`src/rtl/exception_csr_unit_pkg.sv`:
```
// Shared CSR addresses, mstatus bit positions and FSM state type
// for the machine-mode trap/CSR unit.
package exc_pkg;

    localparam logic [11:0] CSR_MSTATUS   = 12'h300;
    localparam logic [11:0] CSR_MTVEC     = 12'h305;
    localparam logic [11:0] CSR_MSCRATCH  = 12'h340;
    localparam logic [11:0] CSR_MEPC      = 12'h341;
    localparam logic [11:0] CSR_MCAUSE    = 12'h342;
    localparam logic [11:0] CSR_MTVAL     = 12'h343;
    localparam logic [11:0] CSR_MCYCLE    = 12'hB00;
    localparam logic [11:0] CSR_MINSTRET  = 12'hB02;
    localparam logic [11:0] CSR_MCYCLEH   = 12'hB80;
    localparam logic [11:0] CSR_MINSTRETH = 12'hB82;

    localparam int MSTATUS_MIE  = 3;
    localparam int MSTATUS_MPIE = 7;

    // MPP is hardwired to machine mode
    localparam logic [31:0] MSTATUS_MPP_M = 32'h0000_1800;

    typedef enum logic {
        EXC_IDLE,
        EXC_REDIRECT
    } exc_state_t;

endpackage

```
`src/rtl/exception_csr_unit_csr_counter64.sv`:
```
// 64-bit counter with increment enable and independently writable halves;
// any write suppresses the increment for that cycle.
module csr_counter64 (
    input  logic        clk_i,
    input  logic        rst_i,
    input  logic        inc_i,
    input  logic        we_lo_i,
    input  logic        we_hi_i,
    input  logic [31:0] wdata_i,
    output logic [63:0] count_o
);

    logic [63:0] count_q;

    always_ff @(posedge clk_i or posedge rst_i) begin
        if (rst_i) begin
            count_q <= 64'd0;
        end else if (we_lo_i || we_hi_i) begin
            if (we_lo_i) count_q[31:0]  <= wdata_i;
            if (we_hi_i) count_q[63:32] <= wdata_i;
        end else if (inc_i) begin
            count_q <= count_q + 64'd1;
        end
    end

    assign count_o = count_q;

endmodule

```
`src/rtl/exception_csr_unit.sv`:
```
// Machine-mode trap/CSR unit: exception capture, mret, fetch redirect and CSR port.
// Optional mcycle/minstret counters built when EXC_CSR_COUNTERS_EN is defined.
//   state        | meaning
//   EXC_IDLE     | accepting exceptions and mret
//   EXC_REDIRECT | redirect pulse driven this cycle; exceptions still accepted
module exception_csr_unit
    import exc_pkg::*;
#(
    parameter logic [31:0] MTVEC_RESET = 32'h0000_0100
) (
    input  logic        clk_i,
    input  logic        rst_i,
    input  logic        exc_occured_i,
    input  logic [31:0] exc_mepc_i,
    input  logic [31:0] exc_mcause_i,
    input  logic [31:0] exc_mtval_i,
    input  logic        mret_i,
    input  logic        retire_i,
    input  logic [11:0] csr_addr_i,
    input  logic        csr_we_i,
    input  logic [31:0] csr_wdata_i,
    output logic [31:0] csr_rdata_o,
    output logic        redirect_valid_o,
    output logic [31:0] redirect_pc_o,
    output logic        busy_o
);

    exc_state_t  state_q;
    logic        redirect_valid_q;
    logic [31:0] redirect_pc_q;

    logic        mie_q,      mie_d;
    logic        mpie_q,     mpie_d;
    logic [31:2] mtvec_q,    mtvec_d;
    logic [31:0] mscratch_q, mscratch_d;
    logic [31:2] mepc_q,     mepc_d;
    logic [31:0] mcause_q,   mcause_d;
    logic [31:0] mtval_q,    mtval_d;

    logic exc_take;
    logic mret_take;

    assign exc_take  = exc_occured_i;
    assign mret_take = mret_i && !exc_occured_i && (state_q == EXC_IDLE);

    always_comb begin
        mie_d      = mie_q;
        mpie_d     = mpie_q;
        mtvec_d    = mtvec_q;
        mscratch_d = mscratch_q;
        mepc_d     = mepc_q;
        mcause_d   = mcause_q;
        mtval_d    = mtval_q;

        if (csr_we_i) begin
            case (csr_addr_i)
                CSR_MSTATUS: begin
                    mie_d  = csr_wdata_i[MSTATUS_MIE];
                    mpie_d = csr_wdata_i[MSTATUS_MPIE];
                end
                CSR_MTVEC:    mtvec_d    = csr_wdata_i[31:2];
                CSR_MSCRATCH: mscratch_d = csr_wdata_i;
                CSR_MEPC:     mepc_d     = csr_wdata_i[31:2];
                CSR_MCAUSE:   mcause_d   = csr_wdata_i;
                CSR_MTVAL:    mtval_d    = csr_wdata_i;
                default: ;
            endcase
        end

        // Trap/mret updates override a colliding software write
        if (exc_take) begin
            mepc_d   = exc_mepc_i[31:2];
            mcause_d = exc_mcause_i;
            mtval_d  = exc_mtval_i;
            mpie_d   = mie_q;
            mie_d    = 1'b0;
        end else if (mret_take) begin
            mie_d  = mpie_q;
            mpie_d = 1'b1;
        end
    end

    always_ff @(posedge clk_i or posedge rst_i) begin
        if (rst_i) begin
            mie_q      <= 1'b0;
            mpie_q     <= 1'b0;
            mtvec_q    <= MTVEC_RESET[31:2];
            mscratch_q <= 32'd0;
            mepc_q     <= 30'd0;
            mcause_q   <= 32'd0;
            mtval_q    <= 32'd0;
        end else begin
            mie_q      <= mie_d;
            mpie_q     <= mpie_d;
            mtvec_q    <= mtvec_d;
            mscratch_q <= mscratch_d;
            mepc_q     <= mepc_d;
            mcause_q   <= mcause_d;
            mtval_q    <= mtval_d;
        end
    end

    always_ff @(posedge clk_i or posedge rst_i) begin
        if (rst_i) begin
            state_q          <= EXC_IDLE;
            redirect_valid_q <= 1'b0;
            redirect_pc_q    <= 32'd0;
        end else if (exc_take) begin
            state_q          <= EXC_REDIRECT;
            redirect_valid_q <= 1'b1;
            redirect_pc_q    <= {mtvec_q, 2'b00};
        end else if (mret_take) begin
            state_q          <= EXC_REDIRECT;
            redirect_valid_q <= 1'b1;
            redirect_pc_q    <= {mepc_q, 2'b00};
        end else begin
            state_q          <= EXC_IDLE;
            redirect_valid_q <= 1'b0;
        end
    end

    assign redirect_valid_o = redirect_valid_q;
    assign redirect_pc_o    = redirect_pc_q;
    assign busy_o           = exc_occured_i || mret_i || (state_q == EXC_REDIRECT);

`ifdef EXC_CSR_COUNTERS_EN
    logic [63:0] mcycle;
    logic [63:0] minstret;

    csr_counter64 u_mcycle (
        .clk_i   (clk_i),
        .rst_i   (rst_i),
        .inc_i   (1'b1),
        .we_lo_i (csr_we_i && (csr_addr_i == CSR_MCYCLE)),
        .we_hi_i (csr_we_i && (csr_addr_i == CSR_MCYCLEH)),
        .wdata_i (csr_wdata_i),
        .count_o (mcycle)
    );

    csr_counter64 u_minstret (
        .clk_i   (clk_i),
        .rst_i   (rst_i),
        .inc_i   (retire_i),
        .we_lo_i (csr_we_i && (csr_addr_i == CSR_MINSTRET)),
        .we_hi_i (csr_we_i && (csr_addr_i == CSR_MINSTRETH)),
        .wdata_i (csr_wdata_i),
        .count_o (minstret)
    );

    logic unused_ok;
    assign unused_ok = ^exc_mepc_i[1:0];
`else
    logic unused_ok;
    assign unused_ok = ^{retire_i, exc_mepc_i[1:0]};
`endif

    always_comb begin
        csr_rdata_o = 32'd0;
        case (csr_addr_i)
            CSR_MSTATUS: begin
                csr_rdata_o               = MSTATUS_MPP_M;
                csr_rdata_o[MSTATUS_MIE]  = mie_q;
                csr_rdata_o[MSTATUS_MPIE] = mpie_q;
            end
            CSR_MTVEC:     csr_rdata_o = {mtvec_q, 2'b00};
            CSR_MSCRATCH:  csr_rdata_o = mscratch_q;
            CSR_MEPC:      csr_rdata_o = {mepc_q, 2'b00};
            CSR_MCAUSE:    csr_rdata_o = mcause_q;
            CSR_MTVAL:     csr_rdata_o = mtval_q;
`ifdef EXC_CSR_COUNTERS_EN
            CSR_MCYCLE:    csr_rdata_o = mcycle[31:0];
            CSR_MCYCLEH:   csr_rdata_o = mcycle[63:32];
            CSR_MINSTRET:  csr_rdata_o = minstret[31:0];
            CSR_MINSTRETH: csr_rdata_o = minstret[63:32];
`endif
            default:       csr_rdata_o = 32'd0;
        endcase
    end

endmodule
```
`config.mk`:
```
export PLATFORM = sky130hd
export DESIGN_NAME = exception_csr_unit
export DESIGN_NICKNAME = d
export VERILOG_FILES = /design/src/rtl/exception_csr_unit_pkg.sv /design/src/rtl/exception_csr_unit_csr_counter64.sv /design/src/rtl/exception_csr_unit.sv
export SDC_FILE = /design/constraint.sdc
export NUM_CORES = 1
export LEC_CHECK = 0
export BUFFER_PORTS_ARGS = -buffer_cell sky130_fd_sc_hd__buf_2
export CAP_MARGIN = 20
export CORE_MARGIN = 5
export CORE_UTILIZATION = 35
export CTS_CLUSTER_DIAMETER = 60
export DETAILED_ROUTE_END_ITERATION = 8
export SLEW_MARGIN = 20
export SYNTH_ARGS = -nofsm -noshare
export SYNTH_HDL_FRONTEND = slang
export SYNTH_SLANG_ARGS = --single-unit
```
`constraint.sdc`:
```
create_clock -name clk_i -period 8.8 [get_ports clk_i]
set_clock_uncertainty 0.1 [all_clocks]
set_input_delay 2.64 -clock clk_i [delete_from_list [all_inputs] [get_ports clk_i]]
set_output_delay 2.64 -clock clk_i [all_outputs]
set_load 0.1 [all_outputs]
```
==> impl_metrics.py, run 1 <==
metrics = {
    "status": {
        "outcome": "finished clean",
    },
    "critical_path": {
        "required_ns": 6.06,
        "critPathLaunchType": "input pin",
        "critical_path_arrival_ns": 5.31,
        "cp_max_fo": 24,
        "end_kind": "output pin",
        "critPathKind": "input pin to output pin",
    },
    "clock_tree": {
        "cts_tree": "done",
        "cts_inserted_buffers": 17,
        "cts.sinks": 189,
        "cts-htree-levels": 4,
        "ctsHoldBuffers": 0,
        "cts-resized-gates": 0,
        "worstSkewPairLatency_ns": 0.44,
        "postCtsSetupBuffers": 0,
        "clk_path_buf_depth": 2,
        "cts-root-buf": "clkbuf_16",
        "clkTransAtPathRegs_ns": 0.06,
    },
    "die": {
        "die_area_mm2": 0.0303,
        "die_x_um": 174,
        "start_util_pct": 35.3,
        "die_y_um": 174,
        "io_pins": 212,
        "core_area_mm2": 0.0267,
        "row_count": 60,
    },
    "routing": {
        "avgRoutedWirePerCell_um": 20.3,
        "vias": 7238,
        "ant_nets": 0,
        "viasPerCell": 5.26,
        "drt_wl_total_mm": 27.9,
        "firstDrtPassIters": 5,
        "drtIter0Drc": 471,
        "drc_errors": 0,
    },
    "pwr": {
        "leakage_nw": 5.63,
        "powerDensity_mw_per_mm2": 170,
        "ir_drop_mv": 0.110,
    },
    "timing": {
        "fin_crit_sh_pct": 91.4,
        "hold_violations": 0,
        "timing.final.crit_period_ns": 8.05,
        "rsz0062_at_grt": "false",
        "setup_slack_ns": 0.753,
        "slew_viol_final": 0,
        "timing.fmax_mhz": 124,
        "hold_ws_ns": 0.405,
        "tightest_slew_ns": 1.04,
        "slew_headroom_pct": 30.2,
        "fin_setup_tns_ns": 0,
        "setup_violations": 0,
    },
    "finish": {
        "nFillCells": 2593,
        "synthToLayoutAreaGrowth_pct": 22.1,
        "layout.cells.non_filler": 1375,
        "drive_gt1_share_pct": 34.6,
        "layout.nets": 1167,
        "diodes": 0,
    },
    "place": {
        "dpl.cell_count": 1342,
        "place_ws_ns": 0.744,
        "numPortBuffers": 206,
        "dpl.hpwl_mm": 18.2,
        "gp_congestion": 0.777,
    },
    "yosys": {
        "synth-main-ff-cell": "dfrtp_1",
        "synth_mux_area_share_pct": 25.6,
        "synth_xor_area_share_pct": 0,
        "synthAdderAreaFrac_pct": 0,
        "synth-compound-area-share_pct": 12.1,
        "synthSimpleGateAreaFrac_pct": 8.36,
        "synth_warnings": 0,
        "seq_area_frac_synth_pct": 50.1,
        "yosys_register_bits": 189,
        "synth-edff-count": 0,
        "syn_area_mm2": 0.00943,
        "synthCells": 846,
        "synth_cell_types": 43,
        "synth_top_family_by_area": "multiplexers",
        "avgSynthCellArea_um2": 11.2,
        "async_flop_share_pct": 100,
    },
    "job": {
        "cap_violations": 0,
    },
    "grt": {
        "grt_pass1_vias": 7324,
        "grt_pass1_wl_mm": 43.0,
        "antenna_found_initial": 4,
        "overflow": 0,
        "grt_start_max_net_pins": 121,
        "grt_use_total_pct": 18.1,
    },
    "hold_path": {
        "hold_class": "register to register",
    },
}
## worst paths after layout
kind | start | endpoint | slack [ns] | cells past startpoint
hold reg to reg | mscratch_q[27] | mscratch_q[27] | 0.41 | 1
setup reg to reg | redirect_valid_o | redirect_pc_o[27] | 7.06 | 4
hold / removal | mscratch_q[27] | mscratch_q[27] | 0.41 | 1
setup / recovery | csr_addr_i[0] | csr_rdata_o[29] | 0.75 | 6
max in group asynchronous | rst_i | mcause_q[30] | 4.83 | 3
min in group asynchronous | rst_i | mtval_q[1] | 2.24 | 2
## worst max-delay path, cell delays in order
cell,delay [ns]
buf_2,0.53
buf_4,0.50
nor2b_1,0.23
and2_1,0.82
a221o_1,0.37
buf_12,0.19
## sequential cells by signal, summed over array words and instances (netlist names)
name	count
mcause_q	32
mepc_q	30
mie_q	1
mpie_q	1
mscratch_q	32
mtval_q	32
mtvec_q	30
redirect_pc_o	30
redirect_valid_o	1
## through the flow
step	total power [mW]	cell area [um2]	util (%)
after floorplan	1.13	9440	-
after global placement	1.21	10900	40.9
after detailed placement	1.22	10900	40.9
after CTS	1.98	11500	43.0
after global routing	2.04	11500	43.1
final	1.96	11500	43.1
## Yosys cell counts (all sizes together), types with 3 or more instances
master	instances	share of area, %
a21oi	6	0.32
a221o	16	1.7
a22o	12	1.1
a22oi	15	1.2
a32oi	4	0.37
buf	30	2.1
clkbuf	38	1.5
dfrtp	188	50
mux2	79	9.4
mux2i	130	14
mux4	10	2.4
nand2	128	5.1
nand3	3	0.16
nand4	3	0.20
nor2	24	0.95
o21ai	125	6.6
o22ai	4	0.27
## cell families (layout without fill, tap and decap cells)
family,Yosys count,after routing
compound gates,188,188
buf+inv,70,257
flops,189,189
mux,219,219
other cells,1,2
simple gates,179,179
## final cells by class
type                       count  area [um2]  area share [%]
sequential                   189        4730            41.1
multi-input combinational    588        4380            38.0
timing repair buffer         223        1400            12.2
clock buffer                  18         439            3.81
tap                          341         427            3.70
clock inverter                14         124            1.08
inverter                       2        15.0           0.130
## layout by cell type (no fill, tap or decap), types with 4 or more instances in the layout
cell type,Yosys,layout
buf_2,13,190
dfrtp_1,188,188
mux2i_1,130,130
nand2_1,128,127
mux2_2,79,79
o21ai_0,72,72
o21ai_1,53,53
nor2_1,24,23
clkbuf_16,0,17
a221o_1,16,16
a22oi_1,15,15
buf_12,0,15
buf_4,5,15
a22o_1,12,12
mux4_2,10,10
a21oi_1,6,6
inv_6,0,5
a32oi_1,4,4
o22ai_1,4,4
inv_8,0,4
## metal layers
layer | GRT usage [%] | vias to the layer above | routed length, um
met3 | 4.70 | 28 | 1500
met2 | 28.5 | 194 | 13100
met5 | 0 | - | 55
li1 | - | 3408 | -
met1 | 25.2 | 3600 | 13000
met4 | 4.09 | 8 | 316
## where the power goes
group	switching, mW	leakage (nW)	internal [mW]	total [mW]
sequential	0.0288	2.45	0.915	0.944
clock	0.376	0.274	0.381	0.757
combinational	0.169	2.91	0.0886	0.257
total	0.573	5.63	1.38	1.96
Note: power is estimated with default switching activity, not from simulation.
==> inputs of run 2 (changes only) <==
- BUFFER_PORTS_ARGS: -buffer_cell sky130_fd_sc_hd__buf_2 -> not set
- DONT_BUFFER_PORTS: not set -> 1
==> run 2 against run 1 <==
Against the previous run: wire length is 2.9% lower; utilization is 3.8 points lower; worst hold slack worse by 0.0011 ns; largest cell class unchanged.
==> impl_metrics.py, run 2 (synthesis results as in run 1) <==
metrics = {
    "timing": {
        "fin_setup_tns_ns": 0,
        "slew_viol_final": 0,
        "fin_crit_sh_pct": 88.3,
        "hold_violations": 0,
        "timing.final.crit_period_ns": 7.77,
        "setup_violations": 0,
        "rsz0062_at_grt": "false",
        "tightest_slew_ns": 1.06,
        "slew_headroom_pct": 29.4,
        "timing.fmax_mhz": 129,
    },
    "die": {
        "io_pins": 212,
        "die_y_um": 174,
        "row_count": 60,
        "core_area_mm2": 0.0267,
        "start_util_pct": 35.3,
        "die_x_um": 174,
        "die_area_mm2": 0.0303,
    },
    "critical_path": {
        "end_kind": "output pin",
        "crit_path_start": "csr_addr_i[5]",
        "critPathKind": "input pin to output pin",
        "critPathLaunchType": "input pin",
        "cp_max_fo": 13,
        "required_ns": 6.06,
        "reg2reg_from": "redirect_valid_o",
        "critical_path_arrival_ns": 5.03,
        "worstRegToRegCells": 4,
    },
    "finish": {
        "nFillCells": 2636,
        "top_regs": "mcause_q (32), mscratch_q (32), mtval_q (32)",
        "multi_input_area_mm2": 0.00441,
        "seq_area_mm2": 0.00473,
        "diodes": 0,
        "layout.cells.non_filler": 1195,
        "drive_gt1_share_pct": 21.4,
        "design_area_mm2": 0.0105,
        "layout.nets": 987,
        "synthToLayoutAreaGrowth_pct": 11.2,
        "final_common_cell": "dfrtp_1",
        "layout_common_cells": "dfrtp_1, mux2i_1, nand2_1, mux2_2, o21ai_0",
    },
    "routing": {
        "viasPerCell": 5.50,
        "vias": 6574,
        "drc_errors": 0,
        "ant_nets": 0,
        "firstDrtPassIters": 4,
        "drtIter0Drc": 479,
        "drt_wl_total_mm": 27.1,
        "avgRoutedWirePerCell_um": 22.7,
    },
    "pwr": {
        "leakage_nw": 4.84,
        "powerDensity_mw_per_mm2": 181,
        "ir_drop_mv": 0.131,
    },
    "clock_tree": {
        "cts-root-buf": "clkbuf_16",
        "ctsHoldBuffers": 0,
        "cts.sinks": 189,
        "worstSkewPairLatency_ns": 0.43,
        "cts-htree-levels": 4,
        "cts-resized-gates": 0,
        "clkTransAtPathRegs_ns": 0.07,
        "postCtsSetupBuffers": 0,
        "clk_path_buf_depth": 2,
        "cts_tree": "done",
        "cts_inserted_buffers": 17,
    },
    "grt": {
        "grt_pass1_vias": 7027,
        "antenna_found_initial": 0,
        "overflow": 0,
        "grt_pass1_wl_mm": 42.6,
        "grt_use_total_pct": 17.9,
        "grt_start_max_net_pins": 251,
    },
    "place": {
        "dpl.cell_count": 1163,
        "placed_area_mm2": 0.00991,
        "numPortBuffers": 0,
        "gp_congestion": 0.736,
        "dpl.hpwl_mm": 16.9,
    },
    "job": {
        "cap_violations": 0,
    },
    "hold_path": {
        "hold_depth": 2,
        "hold_class": "register to register",
        "hp-start": "mtvec_q[23]",
    },
    "status": {
        "outcome": "finished clean",
    },
}
run 2: cell count changes in the layout (fill, tap and decap cells not counted), moves of 2 or more:
| cell | delta |
|---|---|
| o22ai_2 | +4 |
| buf_6 | -2 |
| clkinv_8 | +2 |
| inv_8 | +3 |
| o22ai_1 | -4 |
| buf_12 | -15 |
| buf_4 | +28 |
| inv_6 | -3 |
| buf_2 | -190 |
run 2: worst paths after layout:
kind / to / slack, ns
min in group asynchronous: mcause_q[1] / 2.14
worst min register to register: redirect_pc_o[23] / 0.40
max in group asynchronous: mepc_q[31] / 4.99
worst max-delay path: csr_rdata_o[8] / 1.03
worst max register to register: redirect_pc_o[25] / 6.38
worst min-delay path: redirect_pc_o[23] / 0.40
run 2: per-layer routing:
layer	wire [um]	part of all wire [%]	global-route usage [%]	up-vias
met3	1940	7.2	5.81	13
met2	12900	47	28.7	175
met1	12100	45	24.2	3350
met5	0	0	0	-
met4	193	0.71	2.94	0
li1	-	-	-	3036
run 2: power breakdown:
| part | leakage (nW) | internal, mW | switching (mW) | total, mW |
|---|---|---|---|---|
| sequential | 2.45 | 0.913 | 0.0794 | 0.993 |
| combinational | 2.11 | 0.0605 | 0.0704 | 0.131 |
| clock | 0.278 | 0.382 | 0.389 | 0.771 |
| total | 4.84 | 1.36 | 0.539 | 1.89 |
run 2: area by class of cell:
type,count,share of cell area (%)
flip-flops and latches,189,45.1
multi-input cells,588,42.1
clock buffers,18,4.09
well taps,341,4.07
repair buffers,43,3.08
clock inverters,14,1.43
inverters,2,0.143
run 2: worst max-delay path, stage by stage:
cell and delay, ns:
nor3_1 0.54, and4_1 0.30, buf_4 0.26, and2_1 0.48, buf_4 0.32, a221o_1 0.19, buf_4 0.29
run 2: metrics by stage:
| stage | hold WS, ns | worst slack [ns] | util (%) | power (mW) |
|---|---|---|---|---|
| floorplan | 0.366 | 0.920 | - | 1.13 |
| global placement | 0.379 | 1.02 | 37.1 | 1.14 |
| detailed placement | 0.384 | 1.00 | 37.1 | 1.14 |
| CTS | 0.399 | 0.995 | 39.2 | 1.92 |
| global route | 0.415 | 0.836 | 39.2 | 1.98 |
| finish | 0.404 | 1.03 | 39.2 | 1.89 |
